**config.mk**
```make
export PLATFORM = sky130hd
export DESIGN_NAME = cdb_broadcaster
export DESIGN_NICKNAME = d
export VERILOG_FILES = /design/src/rtl/cdb_broadcaster.sv
export SDC_FILE = /design/constraint.sdc
export NUM_CORES = 1
export LEC_CHECK = 0
export CELL_PAD_IN_SITES_DETAIL_PLACEMENT = 1
export CELL_PAD_IN_SITES_GLOBAL_PLACEMENT = 1
export CORE_MARGIN = 5
export CORE_UTILIZATION = 46
export DETAILED_ROUTE_END_ITERATION = 8
export PLACE_DENSITY = 0.94
export SYNTH_ARGS = -nofsm -noshare
export SYNTH_HDL_FRONTEND = slang
export SYNTH_SLANG_ARGS = --single-unit
```
**constraint.sdc**
```tcl
create_clock -name clock -period 9.3 [get_ports clock]
set_clock_uncertainty 0.15 [all_clocks]
set_input_delay 1.86 -clock clock [delete_from_list [all_inputs] [get_ports clock]]
set_output_delay 1.86 -clock clock [all_outputs]
set_load 0.005 [all_outputs]
```
**src/rtl/cdb_broadcaster.sv**
```systemverilog
// Common data bus producer: buffers functional-unit completions per FU and
// arbitrates them round-robin onto one registered CDB, with squash priority.
module cdb_broadcaster #(
  parameter int NUM_FU    = 4,
  parameter int BUF_DEPTH = 2,
  parameter int TAG_W     = 6,
  parameter int BMASK_W   = 4
) (
  input  logic                      clock,
  input  logic                      reset,
  input  logic [NUM_FU-1:0]         fu_valid,
  input  logic [NUM_FU*TAG_W-1:0]   fu_tag,
  input  logic [NUM_FU-1:0]         fu_T_used,
  input  logic [NUM_FU*BMASK_W-1:0] fu_bmask,
  output logic [NUM_FU-1:0]         fu_ready,
  input  logic                      br_valid,
  input  logic [BMASK_W-1:0]        br_mask,
  input  logic                      br_mispredict,
  output logic                      cdb_valid,
  output logic [TAG_W-1:0]          cdb_tag,
  output logic                      cdb_T_used,
  output logic [BMASK_W-1:0]        cdb_branch_mask,
  output logic                      cdb_squash_enable,
  output logic                      busy
);

  localparam int CNT_W = $clog2(BUF_DEPTH + 1);
  localparam int PTR_W = (NUM_FU > 1) ? $clog2(NUM_FU) : 1;

  // Per-FU FIFOs are shift-compacted arrays: slot 0 is always the head.
  logic [TAG_W-1:0]   q_tag     [NUM_FU][BUF_DEPTH];
  logic               q_tused   [NUM_FU][BUF_DEPTH];
  logic [BMASK_W-1:0] q_bmask   [NUM_FU][BUF_DEPTH];
  logic [CNT_W-1:0]   q_cnt     [NUM_FU];
  logic [TAG_W-1:0]   nxt_tag   [NUM_FU][BUF_DEPTH];
  logic               nxt_tused [NUM_FU][BUF_DEPTH];
  logic [BMASK_W-1:0] nxt_bmask [NUM_FU][BUF_DEPTH];
  logic [CNT_W-1:0]   nxt_cnt   [NUM_FU];

  logic [PTR_W-1:0]   rr_ptr, rr_nxt, win;
  logic               have_win, pop_ok, squash, resolve;
  logic               vld_p0, tused_p0, sq_p0;
  logic [TAG_W-1:0]   tag_p0;
  logic [BMASK_W-1:0] mask_p0, clr_mask;

  assign squash   = br_valid & br_mispredict;
  assign resolve  = br_valid & ~br_mispredict;
  assign clr_mask = resolve ? br_mask : '0;
  assign pop_ok   = have_win & ~squash;

  always_comb begin
    busy = 1'b0;
    for (int i = 0; i < NUM_FU; i++) begin
      fu_ready[i] = reset && (q_cnt[i] != CNT_W'(BUF_DEPTH));
      busy        = busy | (q_cnt[i] != '0);
    end
  end

  // Scanning downward leaves the nearest non-empty FIFO at/after rr_ptr.
  always_comb begin
    have_win = 1'b0;
    win      = '0;
    for (int off = NUM_FU - 1; off >= 0; off--) begin
      if (q_cnt[(int'(rr_ptr) + off) % NUM_FU] != '0) begin
        have_win = 1'b1;
        win      = PTR_W'((int'(rr_ptr) + off) % NUM_FU);
      end
    end
    rr_nxt = pop_ok ? PTR_W'((int'(win) + 1) % NUM_FU) : rr_ptr;
  end

  // Stage p0: select the next CDB packet (squash outranks completions)
  always_comb begin
    vld_p0   = 1'b0;
    sq_p0    = 1'b0;
    tag_p0   = '0;
    tused_p0 = 1'b0;
    mask_p0  = '0;
    if (squash) begin
      vld_p0  = 1'b1;
      sq_p0   = 1'b1;
      mask_p0 = br_mask;
    end else if (have_win) begin
      vld_p0   = 1'b1;
      tag_p0   = q_tag[win][0];
      tused_p0 = q_tused[win][0];
      mask_p0  = q_bmask[win][0] & ~clr_mask;
    end
  end

  always_comb begin
    int k;
    logic keep;
    k    = 0;
    keep = 1'b0;
    nxt_tag   = q_tag;
    nxt_tused = q_tused;
    nxt_bmask = q_bmask;
    for (int i = 0; i < NUM_FU; i++) begin
      k = 0;
      for (int j = 0; j < BUF_DEPTH; j++) begin
        if (j < int'(q_cnt[i])) begin
          keep = !(squash && ((q_bmask[i][j] & br_mask) != '0)) &&
                 !(pop_ok && (int'(win) == i) && (j == 0));
          if (keep) begin
            nxt_tag[i][k]   = q_tag[i][j];
            nxt_tused[i][k] = q_tused[i][j];
            nxt_bmask[i][k] = q_bmask[i][j] & ~clr_mask;
            k++;
          end
        end
      end
      // A push lands behind whatever survives the pop and the purge.
      if (fu_valid[i] && fu_ready[i] && (k < BUF_DEPTH) &&
          !(squash && ((fu_bmask[i*BMASK_W +: BMASK_W] & br_mask) != '0))) begin
        nxt_tag[i][k]   = fu_tag[i*TAG_W +: TAG_W];
        nxt_tused[i][k] = fu_T_used[i];
        nxt_bmask[i][k] = fu_bmask[i*BMASK_W +: BMASK_W] & ~clr_mask;
        k++;
      end
      nxt_cnt[i] = CNT_W'(k);
    end
  end

  // Stage p1: registered CDB and control state
  always_ff @(posedge clock) begin
    if (!reset) begin
      for (int i = 0; i < NUM_FU; i++) q_cnt[i] <= '0;
      rr_ptr            <= '0;
      cdb_valid         <= 1'b0;
      cdb_squash_enable <= 1'b0;
      cdb_tag           <= '0;
      cdb_T_used        <= 1'b0;
      cdb_branch_mask   <= '0;
    end else begin
      q_cnt             <= nxt_cnt;
      rr_ptr            <= rr_nxt;
      cdb_valid         <= vld_p0;
      cdb_squash_enable <= sq_p0;
      cdb_tag           <= tag_p0;
      cdb_T_used        <= tused_p0;
      cdb_branch_mask   <= mask_p0;
    end
  end

  always_ff @(posedge clock) begin
    q_tag   <= nxt_tag;
    q_tused <= nxt_tused;
    q_bmask <= nxt_bmask;
  end

endmodule
```
==> out/summary.txt, run 1 <==
LAYOUT
-----------------------------------------------------------------------------------------------------
Most common cell after layout, fill and taps aside .....................................      dfxtp_1
Fraction of final layout cells sized beyond drive strength 1 ...........................        7.09%
Layout overhead on the synthesized area ................................................        20.3%
Diode count ............................................................................            0
Net count of the finished layout .......................................................          737
Top library cells by usage in the layout, fill and taps aside .......................... dfxtp_1 (83), clkdlybuf4s50_1 (73), o21ai_0 (62)
Final standard cell area without fillers ............................................... 0.00682 sq mm
Layout fillers .........................................................................        1,377

CLOCKING
-----------------------------------------------------------------------------------------------------
Post_cts resized .......................................................................            0
Post-CTS Setup Repair Bufs .............................................................            0
Cell at the root of the clock tree .....................................................    clkbuf_16
Sink count of the clock tree ...........................................................          111
Clock insertion delay at the later pin of the skew report ..............................       370 ps
# hold bufs at CTS .....................................................................            0
Number of buffers on the longest clock path ............................................            2
CTS buffer count .......................................................................            9
TritonCTS clock tree ...................................................................        built
Register clock-pin slew on the reported worst setup and hold paths .....................        70 ps
# H-tree levels ........................................................................            3

YOSYS
-----------------------------------------------------------------------------------------------------
Fraction of registers with async set or reset after synthesis ..........................           0%
Post-synthesis simple-gate area fraction ...............................................        16.9%
Cells after Synth ......................................................................          620
Post-synthesis sequential area ratio ...................................................        44.2%
Register bit total from synthesis ......................................................          111
Netlist area before placement .......................................................... 0.00567 sq mm
Post-synth EDFFs .......................................................................           28
Main flop type after synthesis .........................................................      dfxtp_1
Distinct cell type count after synthesis ...............................................           64
XOR/XNOR Fraction of Synth Area ........................................................       0.618%
Compound-Gate Fraction of Synth Area ...................................................        23.3%
Dominant combinational cell family by area after synthesis ............................. compound AO/OA/AOI/OAI gates
Syn_area_per_cell ......................................................................   9.14 sq um
Post-synthesis share of cell area spent on full adders, half adders and majority gates .        1.99%
Multiplexer area fraction after synthesis ..............................................        8.72%
Total number of yosys warnings .........................................................            0
Mapped Nets ............................................................................          685

STA
-----------------------------------------------------------------------------------------------------
Endpoints failing setup ................................................................            0
Final-report max-slew violation count ..................................................            0
F_max ..................................................................................    0.172 GHz
Worst-margin pin slew ..................................................................      1090 ps
Post-Route Hold Slack ..................................................................       349 ps
Final worst path period need ...........................................................      5810 ps
Final number of hold-violating endpoints ...............................................            0
RSZ-0062 raised after global routing ...................................................           no
Relative max-transition margin .........................................................        27.5%
Setup TNS ..............................................................................         0 ps
Share of the clock period used by the worst path .......................................        62.5%
Final worst-path setup slack ...........................................................      3490 ps

GLOBAL ROUTING
-----------------------------------------------------------------------------------------------------
Vias in the first global route .........................................................        5,439
Overall global routing resource usage ..................................................        25.8%
Antenna violations before repair .......................................................            0
Largest net degree at the start of global routing ......................................           26
First-pass GRT wire length .............................................................    29,500 um
Overflow left after global routing .....................................................            0

DIE
-----------------------------------------------------------------------------------------------------
Std-Cell Rows ..........................................................................           40
Initial Util ...........................................................................        47.0%
Vertical die dimension .................................................................       121 um
Placeable core region .................................................................. 0.0121 sq mm
Total die area ......................................................................... 0.0146 sq mm
Top-Level Pins .........................................................................           74
Die Span X .............................................................................       121 um

DETAILED ROUTING
-----------------------------------------------------------------------------------------------------
Post-detailed-route DRC marker count ...................................................            0
Routed length per instance .............................................................      22.1 um
Drt total wl ...........................................................................    18,700 um
Vias after detailed routing ............................................................        5,294
Count of TritonRoute iterations in the first routing pass ..............................            7
Number of nets with antenna violations after detailed routing ..........................            0
Number of violations reported at the end of detailed-routing iteration 0 ...............          530
Number of vias per cell after detailed routing .........................................         6.27

WORST SETUP PATH
-----------------------------------------------------------------------------------------------------
Critical Path RT .......................................................................      9390 ps
First element of the critical path .....................................................   br_mask[1]
Critical Path Sink ..................................................................... q_bmask[16]$_DFF_P_
Crit path cell chain ................................................................... clkdlybuf4s50_1 > a22oi_1 > a21oi_1 > a31oi_4 > nand2_1 > inv_2 > ha_1 > o21ai_0 > o2111ai_1 > nor2_1 > inv_1 > o211ai_1 > o31ai_1
Element type at the critical path start ................................................ primary input
Master of the slowest instance on the critical path .................................... clkdlybuf4s50_1
Classification of the worst setup path ................................................. primary input to flop
R2R depth ..............................................................................           13
Highest net fanout along the worst path ................................................           16
CP peak stage delay ....................................................................       910 ps
Setup slack, reg-to-reg ................................................................      4760 ps
Sort of element at the end of the critical path ........................................         flop
Arrival time at the worst endpoint .....................................................      5900 ps
Launch point of the worst reg-to-reg path .............................................. q_cnt[5]$_SDFF_PN0_
Capture point of the worst reg-to-reg path ............................................. q_bmask[16]$_DFF_P_

POWER AND IR DROP
-----------------------------------------------------------------------------------------------------
IR Drop Worst-Case VDD .................................................................      92.8 uV
Lkg Pwr ................................................................................      2.53 nW
Total power of the final layout ........................................................    0.00170 W
Power density normalized to cell area ..................................................  249 mW/mm^2

HOLD PATH
-----------------------------------------------------------------------------------------------------
Path class of the lowest-slack min-delay path .......................................... flop to flop

PLACEMENT
-----------------------------------------------------------------------------------------------------
Port buffer count ......................................................................           73
Placement Setup Slack ..................................................................      3320 ps
Routability-driven placement congestion ratio ..........................................        0.898
Detailed placement HPWL ................................................................    13,300 um
Placed inst area ....................................................................... 0.00648 sq mm

STATUS
-----------------------------------------------------------------------------------------------------
Result of the run ...................................................................... finished clean

RUN
-----------------------------------------------------------------------------------------------------
Reported max-cap violation count .......................................................            0

per-layer routing:
| metal | up-vias | track usage [%] | share of wire, % |
|---|---|---|---|
| met1 | 2573 | 31.9 | 40 |
| met5 | - | 0 | 0 |
| li1 | 2393 | - | - |
| met2 | 244 | 43.5 | 49 |
| met4 | 0 | 12.9 | 4.3 |
| met3 | 84 | 4.10 | 6.5 |
through the flow:
stage          std cells  util (%)
3_3_place_gp         829      53.7
5_1_grt              845      56.5
2_1_floorplan        620         -
6_report             845      56.5
4_1_cts              845      56.5
3_5_place_dp         829      53.7
logic make-up after synthesis:
| group | after synthesis |
|---|---|
| AOI/OAI and AO/OA | 201 |
| adders and majority gates | 9 |
| xor gates and xnor gates | 4 |
| DFF | 111 |
| muxes | 48 |
| and+or+nand+nor | 191 |
| buffers and inverters | 56 |
Yosys cell counts (all sizes together), types with 5 or more instances:
cell | number | area, sq um
a211oi | 10 | 75.1
a21oi | 34 | 170
a22o | 11 | 96.3
a22oi | 16 | 120
a31oi | 8 | 65.1
a32o | 6 | 60.1
and2 | 31 | 194
and3 | 21 | 131
buf | 15 | 93.8
clkbuf | 23 | 86.3
dfxtp | 83 | 1660
edfxtp | 28 | 841
ha | 9 | 113
inv | 18 | 67.6
mux2 | 11 | 124
mux2i | 37 | 370
nand2 | 52 | 195
nand3 | 22 | 110
nor2 | 42 | 163
nor3 | 6 | 41.3
o211ai | 5 | 37.5
o21ai | 65 | 337
o22ai | 14 | 87.6
sequential cells by signal, summed over array words and instances, names as in the netlist:
register           cells
q_cnt                  8
cdb_tag                6
cdb_branch_mask        4
cdb_valid              1
q_tag                 48
q_bmask               32
rr_ptr                 2
cdb_T_used             1
q_tused                8
cdb_squash_enable      1
power breakdown:
group	total, W	switching, W	internal, W
Combinational	0.000552	0.000301	0.000251
Clock	0.000430	0.000193	0.000237
Sequential	0.000718	0.000105	0.000613
Total	0.00170	0.000598	0.00110
critical path: cells and delay by family:
kind / cells / cell delay, ps
AOI/OAI and AO/OA: 7 / 1500
adders and majority gates: 1 / 220
buffers and inverters: 3 / 1210
and+or+nand+nor: 2 / 1090
cell type report:
class                           instances  area [sq um]  share of cell area, %
Tap cell                              168           210                   3.08
Inverter                               18          67.6                  0.991
Multi-Input combinational cell        453          2920                   42.9
Clock buffer                           11           264                   3.87
Timing Repair Buffer                   79           776                   11.4
Clock inverter                          5          71.3                   1.05
Sequential cell                       111          2500                   36.7
worst min path at each step:
stage,from,to,slack (ps),cells past startpoint
CTS,q_tused[7]$_DFF_P_,q_tused[7]$_DFF_P_,350,2
floorplan,q_bmask[2]$_DFF_P_,q_bmask[2]$_DFF_P_,310,2
finish,q_tused[7]$_DFF_P_,q_tused[7]$_DFF_P_,350,2
global route,q_bmask[17]$_DFF_P_,q_bmask[17]$_DFF_P_,380,2
detailed placement,q_tused[7]$_DFF_P_,q_tused[7]$_DFF_P_,340,2
global placement,q_tag[45]$_DFF_P_,q_tag[45]$_DFF_P_,340,2
(Power assumes the default switching activity.)
==> run 2: changes to the inputs <==
--- a/config.mk
+++ b/config.mk
@@ -8,9 +8,9 @@
 export CELL_PAD_IN_SITES_DETAIL_PLACEMENT = 1
 export CELL_PAD_IN_SITES_GLOBAL_PLACEMENT = 1
 export CORE_MARGIN = 5
-export CORE_UTILIZATION = 46
+export CORE_UTILIZATION = 38
 export DETAILED_ROUTE_END_ITERATION = 8
-export PLACE_DENSITY = 0.94
+export PLACE_DENSITY = 0.84
 export SYNTH_ARGS = -nofsm -noshare
 export SYNTH_HDL_FRONTEND = slang
 export SYNTH_SLANG_ARGS = --single-unit
==> constraint.sdc (replaced) <==
create_clock -name clock -period 5.1 [get_ports clock]
set_clock_uncertainty 0.15 [all_clocks]
set_input_delay 1.02 -clock clock [delete_from_list [all_inputs] [get_ports clock]]
set_output_delay 1.02 -clock clock [all_outputs]
set_load 0.005 [all_outputs]
==> out/summary.txt, run 2 (synthesized netlist as in run 1, its figures left out) <==
STATUS
---------------------------------------------------------------------------------------
Result of the run ........................................................ finished clean

DIE
---------------------------------------------------------------------------------------
Std-Cell Rows ............................................................           44
Total die area ........................................................... 0.0175 sq mm
Placeable core region .................................................... 0.0146 sq mm
Initial Util .............................................................        38.8%
Die Span X ...............................................................       132 um
Vertical die dimension ...................................................       132 um
Top-Level Pins ...........................................................           74

WORST SETUP PATH
---------------------------------------------------------------------------------------
Setup slack, reg-to-reg ..................................................      1070 ps
Critical Path RT .........................................................      5180 ps
Critical Path Sink ....................................................... q_bmask[22]$_DFF_P_
Capture point of the worst reg-to-reg path ............................... q_bmask[22]$_DFF_P_
R2R depth ................................................................           14
First element of the critical path .......................................     br_valid
Crit path cell chain ..................................................... clkdlybuf4s50_1 > nand2_1 > buf_4 > and2_0 > a31oi_4 > nand2_1 > inv_2 > ha_1 > o21ai_0 > o2111ai_1 > a21oi_1 > o41ai_2 > buf_4 > o21ai_1 > o22ai_1
Classification of the worst setup path ................................... primary input to flop
Launch point of the worst reg-to-reg path ................................ q_cnt[0]$_SDFF_PN0_
CP peak stage delay ......................................................       470 ps
Arrival time at the worst endpoint .......................................      4450 ps
Sort of element at the end of the critical path ..........................         flop
Master of the slowest instance on the critical path ...................... clkdlybuf4s50_1
Element type at the critical path start .................................. primary input
Highest net fanout along the worst path ..................................           20

STA
---------------------------------------------------------------------------------------
Relative max-transition margin ...........................................        16.9%
Final worst path period need .............................................      4370 ps
Endpoints failing setup ..................................................            0
Share of the clock period used by the worst path .........................        85.6%
Final-report max-slew violation count ....................................            0
RSZ-0062 raised after global routing .....................................           no
Final number of hold-violating endpoints .................................            0
Worst-margin pin slew ....................................................      1230 ps
F_max ....................................................................    0.229 GHz
Setup TNS ................................................................         0 ps

LAYOUT
---------------------------------------------------------------------------------------
Layout fillers ...........................................................        1,699
Most common cell after layout, fill and taps aside .......................      dfxtp_1
Fraction of final layout cells sized beyond drive strength 1 .............        8.30%
Top library cells by usage in the layout, fill and taps aside ............ dfxtp_1 (83), clkdlybuf4s50_1 (73), o21ai_0 (62)
Reg with most FFs ........................................................        q_tag
Layout overhead on the synthesized area ..................................        21.4%
Diode count ..............................................................            0
Net count of the finished layout .........................................          747
Flip-flop count of the largest register, all copies and words added ......           48
Registers with the most flip-flops ....................................... q_tag (48), q_bmask (32)

CLOCKING
---------------------------------------------------------------------------------------
TritonCTS clock tree .....................................................        built
Sink count of the clock tree .............................................          111
Number of buffers on the longest clock path ..............................            2
Register clock-pin slew on the reported worst setup and hold paths .......        80 ps
# hold bufs at CTS .......................................................            0
Cell at the root of the clock tree .......................................    clkbuf_16
Post_cts resized .........................................................            0
Post-CTS Setup Repair Bufs ...............................................            0
# H-tree levels ..........................................................            3
CTS buffer count .........................................................            9
Clock insertion delay at the later pin of the skew report ................       360 ps

DETAILED ROUTING
---------------------------------------------------------------------------------------
Drt total wl .............................................................    19,000 um
Number of violations reported at the end of detailed-routing iteration 0 .          357
Number of nets with antenna violations after detailed routing ............            0
Routed length per instance ...............................................      21.8 um
Post-detailed-route DRC marker count .....................................            0
Count of TritonRoute iterations in the first routing pass ................            4
Number of vias per cell after detailed routing ...........................         5.94
Vias after detailed routing ..............................................        5,176

GLOBAL ROUTING
---------------------------------------------------------------------------------------
Overall global routing resource usage ....................................        21.6%
Antenna violations before repair .........................................            0
Largest net degree at the start of global routing ........................           26
Overflow left after global routing .......................................            0
Vias in the first global route ...........................................        5,618
First-pass GRT wire length ...............................................    30,400 um

PLACEMENT
---------------------------------------------------------------------------------------
Routability-driven placement congestion ratio ............................        0.918
Detailed placement HPWL ..................................................    14,000 um
Port buffer count ........................................................           73

POWER AND IR DROP
---------------------------------------------------------------------------------------
Power density normalized to cell area ....................................  446 mW/mm^2
IR Drop Worst-Case VDD ...................................................       236 uV
Lkg Pwr ..................................................................      2.57 nW
Total power of the final layout ..........................................    0.00307 W

RUN
---------------------------------------------------------------------------------------
Reported max-cap violation count .........................................            0

HOLD PATH
---------------------------------------------------------------------------------------
Path class of the lowest-slack min-delay path ............................ flop to flop

-- run 2: cell count changes in the layout (fill, tap and decap cells not counted), sizes merged --
cell | before | now
inv | 20 | 21
buf | 6 | 16
clkbuf | 11 | 10
-- run 2: worst min path at each step --
stage	startpoint	to	slack [ps]	cells after the start
2_1_floorplan	q_bmask[2]$_DFF_P_	q_bmask[2]$_DFF_P_	310	2
3_3_place_gp	q_bmask[24]$_DFF_P_	q_bmask[24]$_DFF_P_	330	2
3_5_place_dp	q_tag[46]$_DFF_P_	q_tag[46]$_DFF_P_	350	2
4_1_cts	q_bmask[3]$_DFF_P_	q_bmask[3]$_DFF_P_	360	2
5_1_grt	q_tused[7]$_DFF_P_	q_tused[7]$_DFF_P_	380	2
6_report	q_tused[7]$_DFF_P_	q_tused[7]$_DFF_P_	360	2
-- run 2: per-stage QoR --
| stage | util [%] | cells | cell area, sq um | worst slack [ps] | hold WS, ps |
|---|---|---|---|---|---|
| 2_1_floorplan | - | 620 | 5670 | 1400 | 309 |
| 3_3_place_gp | 45.1 | 855 | 6580 | 718 | 333 |
| 3_5_place_dp | 45.1 | 855 | 6580 | 511 | 348 |
| 4_1_cts | 47.2 | 871 | 6880 | 831 | 356 |
| 5_1_grt | 47.2 | 871 | 6880 | 597 | 377 |
| 6_report | 47.2 | 871 | 6880 | 734 | 358 |
-- run 2: critical path: cells and delay by family --
family / cells / cell delay (ps)
buf+inv: 4 / 980
fa+ha+maj: 1 / 220
simple gates: 3 / 920
compound gates: 7 / 1320
-- run 2: routing by layer --
layer / up-vias / part of all wire (%) / global-route usage [%]
met5: - / 0 / 0
met4: 0 / 2.8 / 7.20
met3: 50 / 5.6 / 5.65
met1: 2537 / 42 / 26.4
li1: 2398 / - / -
met2: 191 / 50 / 37.0
-- run 2: report_power, final --
part	switching, W	internal [W]
registers	0.000184	0.00112
logic	0.000558	0.000465
clock network	0.000354	0.000390
-- run 2: cell type report --
cell class / instances / area (sq um) / share of cell area (%)
multi-input cells: 453 / 2920 / 42.5
well taps: 184 / 230 / 3.35
clock inverters: 6 / 75.1 / 1.09
flip-flops and latches: 111 / 2500 / 36.4
repair buffers: 89 / 851 / 12.4
inverters: 18 / 67.6 / 0.982
clock buffers: 10 / 229 / 3.33
